===== src/rtl/capture_sequencer.sv =====
// capture_sequencer: arms on request, captures 2^ADDR_W samples into a buffer, then drains them over a valid/ready stream. Optional threshold trigger via CAPTURE_TRIG_EN.
module capture_sequencer #(
   parameter int DATA_W = 8,
   parameter int ADDR_W = 6
) (
   input  logic              Fg_CLK,
   input  logic              RESET,
   input  logic              Ready,
   input  logic              Enable,
   input  logic [3:0]        Mode,
   input  logic [DATA_W-1:0] Sample,
   input  logic              Arm,
   input  logic              Abort,
   input  logic [DATA_W-1:0] Threshold,
   output logic              Busy,
   output logic              Done,
   output logic [3:0]        Cap_mode,
   output logic              Out_valid,
   input  logic              Out_ready,
   output logic [DATA_W-1:0] Out_data,
   output logic              Out_last
);
   typedef enum logic [1:0] {IDLE, WAIT_TRIG, CAPTURE, DRAIN} state_t;
`ifdef CAPTURE_TRIG_EN
   localparam state_t ARM_STATE = WAIT_TRIG;
`else
   localparam state_t ARM_STATE = CAPTURE;
`endif
   state_t state, state_nxt;
   logic primed, arm_ok, we, xfer, wr_last, trig, done_nxt;
   logic [ADDR_W-1:0] wr_ptr, rd_ptr;
   logic [DATA_W-1:0] mem [0:(1<<ADDR_W)-1];
   assign arm_ok    = Arm & primed;
   assign wr_last   = &wr_ptr;
   assign Busy      = state != IDLE;
   assign Out_valid = state == DRAIN;
   assign Out_last  = Out_valid & (&rd_ptr);
   assign Out_data  = Out_valid ? mem[rd_ptr] : '0;
   assign xfer      = Out_valid & Out_ready;
`ifdef CAPTURE_TRIG_EN
   logic [DATA_W-1:0] prev;
   logic prev_valid;
   assign trig = Enable & prev_valid & (prev < Threshold) & (Sample >= Threshold);
   // remembers the previous sample seen while waiting for an upward threshold crossing
   always_ff @(posedge Fg_CLK) begin
      if (RESET) begin
         prev       <= '0;
         prev_valid <= 1'b0;
      end else if (state == IDLE) begin
         prev_valid <= 1'b0;
      end else if (state == WAIT_TRIG && Enable && !trig) begin
         prev       <= Sample;
         prev_valid <= 1'b1;
      end
   end
`else
   logic unused_thr;
   assign trig       = 1'b0;
   assign unused_thr = ^Threshold;
`endif
   // next state, buffer write enable and completion pulse
   always_comb begin
      state_nxt = state;
      we        = 1'b0;
      done_nxt  = 1'b0;
      if (Abort) state_nxt = IDLE;
      else case (state)
         IDLE:      state_nxt = arm_ok ? ARM_STATE : IDLE;
         WAIT_TRIG: begin
            we        = trig;
            state_nxt = trig ? CAPTURE : WAIT_TRIG;
         end
         CAPTURE:   begin
            we        = Enable;
            state_nxt = (Enable && wr_last) ? DRAIN : CAPTURE;
         end
         DRAIN:     begin
            done_nxt  = xfer & Out_last;
            state_nxt = done_nxt ? IDLE : DRAIN;
         end
         default:   state_nxt = IDLE;
      endcase
   end
   // state, pointers, latched mode and the sticky primed flag
   always_ff @(posedge Fg_CLK) begin
      if (RESET) begin
         state    <= IDLE;
         primed   <= 1'b0;
         wr_ptr   <= '0;
         rd_ptr   <= '0;
         Cap_mode <= '0;
         Done     <= 1'b0;
      end else begin
         state  <= state_nxt;
         Done   <= done_nxt;
         primed <= primed | Ready;
         if (Abort) begin
            wr_ptr <= '0;
            rd_ptr <= '0;
         end else begin
            if (state == IDLE && arm_ok) begin
               Cap_mode <= Mode;
               wr_ptr   <= '0;
               rd_ptr   <= '0;
            end
            if (we) wr_ptr <= wr_ptr + ADDR_W'(1);
            if (xfer) rd_ptr <= rd_ptr + ADDR_W'(1);
         end
      end
   end
   // sample buffer, deliberately left unreset
   always_ff @(posedge Fg_CLK) begin
      if (we && !RESET) mem[wr_ptr] <= Sample;
   end
endmodule


===== config.mk =====
export PLATFORM = sky130hd
export DESIGN_NAME = capture_sequencer
export DESIGN_NICKNAME = d
export VERILOG_FILES = /design/src/rtl/capture_sequencer.sv
export SDC_FILE = /design/constraint.sdc
export NUM_CORES = 1
export LEC_CHECK = 0
export ABC_AREA = 1
export BUFFER_PORTS_ARGS = -buffer_cell sky130_fd_sc_hd__buf_2
export CAP_MARGIN = 20
export CELL_PAD_IN_SITES_DETAIL_PLACEMENT = 1
export CELL_PAD_IN_SITES_GLOBAL_PLACEMENT = 2
export CORE_ASPECT_RATIO = 0.75
export CORE_MARGIN = 2
export CORE_UTILIZATION = 39
export DETAILED_ROUTE_END_ITERATION = 12
export PLACE_DENSITY_LB_ADDON = 0.1
export SYNTH_ARGS = -nofsm -noshare
export SYNTH_HDL_FRONTEND = slang
export SYNTH_SLANG_ARGS = --single-unit

===== constraint.sdc =====
create_clock -name Fg_CLK -period 2.1 [get_ports Fg_CLK]
set_input_delay 0.42 -clock Fg_CLK [delete_from_list [all_inputs] [get_ports Fg_CLK]]
set_output_delay 0.42 -clock Fg_CLK [all_outputs]
set_load 0.005 [all_outputs]

# Yosys cells after proc, flatten, opt, wreduce, memory -nomap -nowiden
# Memories as Yosys holds them, arrays and structs flattened. A register that Yosys moved wholly into a read port is not among the register bits.
# Cells that the tools add are included.
dict set report word_totals {
  ff_bits 20
  mem_bits_rw 512
  inputBits 27
  out_inout_bits 16
  n_memories 1
}
dict set report op_classes {
  add_sub_neg 2
  n_eq_ne 3
  n_mux 14
  bitwise_logic 7
  n_reduce_logical 13
}
# name words word_bits read_ports rd_clocked_by_memory_dff write_ports line
set memory_table {}
lappend memory_table {mem 64 8 1 1 1 32} ;# logic [DATA_W-1:0] mem [0:(1<<ADDR_W)-1];
# operator n
set ops {}
lappend ops {{two-way mux 6 bit} 5}
lappend ops {{adder 6 x 1 -> 6 bit (second input constant)} 2}
lappend ops {{AND reduction 6 bit} 2}
lappend ops {{two-way mux 8 bit} 1}
lappend ops {{case mux 2 bit (4 select lines)} 1}
lappend ops {{nonzero test 2 bit} 3}
lappend ops {{two-way mux 1 bit} 5}
lappend ops {{bitwise AND 1 bit} 4}
lappend ops {{equality test 2 bit (second input constant)} 2}
lappend ops {{two-way mux 2 bit} 2}
lappend ops {{logical AND 1 bit} 3}
lappend ops {{OR reduction 3 bit} 1}
lappend ops {{equality test 2 x 1 -> 1 bit (second input constant)} 1}
lappend ops {{logical NOT 2 bit} 1}
lappend ops {{NOT 1 bit} 2}
lappend ops {{AND reduction 2 bit} 1}
lappend ops {{OR reduction 2 bit} 1}
lappend ops {{logical NOT 1 bit} 1}
lappend ops {{OR 1 bit} 1}

# Longest topological paths before layout
dict set report depth {
  ltp_word 6
  ltp_mapped 12
  mapped_depth_nobuf 9
}

# Least setup slack after synthesis
# Ideal clock, no wire load.
dict set report synth_path {
  kind {input-to-reg}
  start {in Abort}
  end {mem mem[11][0], enable pin}
  setup_ps 371
  arrival_time_ps 1640
  t_required_ps 1729
  slack_ps 89
  path_stages 6
  n_path_buf 1
  cell_sequence {nor2_2 -> inv_2 -> buf_2 -> nor2_2 -> nand4_1 -> nor2_1}
}
dict set report synth_between {
  elab_chain_cells 4
}
# element line
set synth_lines {}
lappend synth_lines {{start: declaration} 13} ;# input logic Abort,
lappend synth_lines {{two-way mux 1 bit} 66} ;# if (Abort) state_nxt = IDLE;
lappend synth_lines {{logical AND 1 bit} 113} ;# if (we && !RESET) mem[wr_ptr] <= Sample;
lappend synth_lines {{two-way mux 1 bit} 113}
lappend synth_lines {{two-way mux 1 bit (not written as such)} 113}
lappend synth_lines {{end: declaration} 32}
# Every way passes these cells.

==> impl_metrics.ini <==
[outcome]
run_status = complete, but fails checks
violations_in_the_final_reports = setup timing

[synthesis]
postSynthRegisterBits = 538
synth_flop_cell = edfxtp_1
synth_sequential_area_ratio_pct = 72.1
synth.cells.most_frequent = nand2_1 (674), edfxtp_1 (512), nand3_1 (449)
syn-instance-count = 1922
post-synth-top-area-cell = edfxtp_1
synth.distinct_cells = 29
synth.top_cell.area_share_pct = 69.7
synth_area_um2 = 22000
syn_area_per_cell_um2 = 11.5
yosysWarnings = 0
post-synth-top-count-cell = nand2_1
netlist_top_cells_area = edfxtp_1 (70%), nand2_1 (11%), nand3_1 (10%)
post_synth_edffs = 512
syn_nets = 1951
asyncSetResetFlopFracSynth_pct = 0

[global_routing]
wire_length_of_the_first_global_routing_pass_um = 101000
maximum_number_of_pins_on_one_net_before_global_route_repair = 65
grt-ovfl-total = 0
vias_in_the_first_global_route = 15600
all_layer_gr_usage_pct = 23.5
antenna_found_initial = 1

[timing]
max-slew-margin-rel_pct = 42.6
slack_of_the_critical_path_ps = -914
layout_min_cycle_time_ps = 3010
achievable-frequency_mhz = 332
worst_slew_pin_slew_ps = 862
fin_worst_skew_ps = 10.2
hold_slack_ps = 70.0
rsz0062_at_grt = yes
finalHoldViolations = 0
setup_viol = 8
final_min_period_over_clock_period_pct = 144
slew_viol_final = 0

[placed_design]
gpl.final_weighted_congestion = 0.789
place_hpwl_um = 41200
buffer_ports.inserted = 34
post-place-cells = 2755

[setup_path]
critPathMaxStageDelay_ps = 430
critical_path.slowest_cell = dfxtp_4
timing_worst_setup_path_type = reg2out
worstPathBufferInverterCount = 6
critPathLaunchType = register
endpoint_kind = output port
critical_path_arrival_ps = 2590
timing.critical_path.mode_cell = buf_12
timing.critical_path.cells = buf_12 -> buf_12 -> buf_12 -> clkbuf_16 -> nand2_1 -> nand3_1 -> nand3_1 -> nand2_2 -> nand2_2 -> nand3_2 -> nand3_2 -> a21oi_2 -> buf_6 -> buf_6
worstPathRequired_ps = 1680
cp_top_family = buffers and inverters
path_max_fanout = 7

[cells_and_area]
post_route_cells_drive_above_1_share_pct = 21.9
fin_cells = 2904
post-route-util_pct = 49.3
design.final.nets = 2158
area_delta_synth_final_pct = 25.1
antenna_cells = 0

[drt]
wl_per_cell_um = 23.7
num_vias = 15400
drcViolationCount = 0
first_pass_iters = 5
viasPerCell = 5.29
drt-total-wl_um = 68800
drt_first_iter_violations = 1176
detail-route-antenna-nets = 0

[cts]
cts_inserted_buffers = 55
cts.htree.levels = 2
clk-insertion-delay-late_ps = 610
clock-sinks = 538
cts_tree = built
clock_path_buffers = 3
clk_pin_slew_worst_paths_ps = 60
cts_root_buf = clkbuf_16

[die]
design.core.area_um2 = 55900
initial_utilization_pct = 39.4
die_area_um2 = 58500
floorplan.io_pins = 43
die_w_um = 279
die_y_um = 210
placement_rows = 75

[power_and_ir_drop]
ir_worst_vdd_mv = 0.793
powerDensity_nw_per_um2 = 781
cellLeakagePower_nw = 10.1

[worst_hold_path]
worstHoldPathType = in2reg

[job]
maxCapViolations = 0
worst paths after layout:
path | startpoint | to | slack (ps) | cells after the start
worst max-delay path | register | Out_data[3] | -910 | 14
worst min-delay path | RESET | primed | 70 | 2
worst max register to register | register | mem[30][1] | 150 | 7
worst min register to register | primed | primed | 470 | 2
power breakdown:
group	switching [mW]	total (mW)	leakage (nW)	internal, mW
sequential	0.00482	11.7	4.81	11.7
combinational	0.237	0.299	4.48	0.0616
clock	4.12	9.50	0.835	5.39
final cells by class:
cell class                 count  area [um^2]
timing repair buffer         259         3000
clock buffer                  77         1520
tap                          731          915
inverter                      24          105
multi-input combinational   1249         5920
timing repair inverter         2         25.0
fill                        5813        28300
clock inverter                24          185
sequential                   538        15900
kinds of logic after synthesis:
group	count (synthesis)	synth area share, %
adder cells (fa/ha/maj)	2	0.113
AND/OR/NAND/NOR	1211	23.3
AO/OA/AOI/OAI	35	0.897
flip-flops	538	72.1
buffers and inverters	136	3.61
through the flow:
| stage | total power, mW | setup TNS [ps] | area, um^2 | setup slack (ps) |
|---|---|---|---|---|
| detailed placement | 12.3 | -4470 | 24300 | -380 |
| CTS | 21.7 | -7310 | 27000 | -931 |
| global placement | 12.3 | -3360 | 24300 | -360 |
| global route | 22.1 | -7870 | 27600 | -1010 |
| finish | 21.5 | -6990 | 27600 | -914 |
| floorplan | 12.0 | 0 | 22000 | 89.3 |
state kept, by name (all words and copies together) (netlist names), named ones only:
register and count:
state 1, rd_ptr 6, wr_ptr 6, Cap_mode 4
Done 1, mem 512, primed 1
layer usage:
layer	global-route usage [%]	share of wire, %
met1	35.6	49
met2	36.2	45
met3	2.82	4.4
met4	5.75	2.1
met5	0	0
cell usage in the layout (no fill, tap or decap), types with 2 or more instances in the layout:
cell and count:
nand3_1 367, nand3_2 81, a21oi_2 7, buf_8 3, buf_12 53, a221oi_1 2, a311oi_1 2, buf_6 9
clkbuf_16 64, dfxtp_1 19, o21ai_0 6, nand2_1 642, a21oi_1 14, nand2_2 33, buf_2 30, clkinv_2 10
inv_2 4, clkbuf_8 2, nand4_1 4, clkbuf_1 18, inv_1 18, buf_16 13, dfxtp_2 4, edfxtp_1 512
nor2_2 4, bufinv_16 3, clkinv_1 10, dfxtp_4 3, buf_4 142, nor2_1 77
repair_timing:
action | 4_1_cts | 5_1_grt
endpoints found under the setup margin | 9 | 90
buffers inserted | 14 | 16
gates resized for setup | 102 | 78
cloned | 12 | 9
pin swaps | 22 | 44
hold buffers | 1 | 0
endpoints found under the hold margin | 1 | 0
worst reg2reg max path, stage by stage, from the launching register on:
cell and delay, ps:
dfxtp_2 380, inv_1 90, nand3_2 150, nor3_4 290, nand3_1 160, buf_12 190
nor2_1 180, buf_4 220
Note: power is estimated with default switching activity, not from simulation.
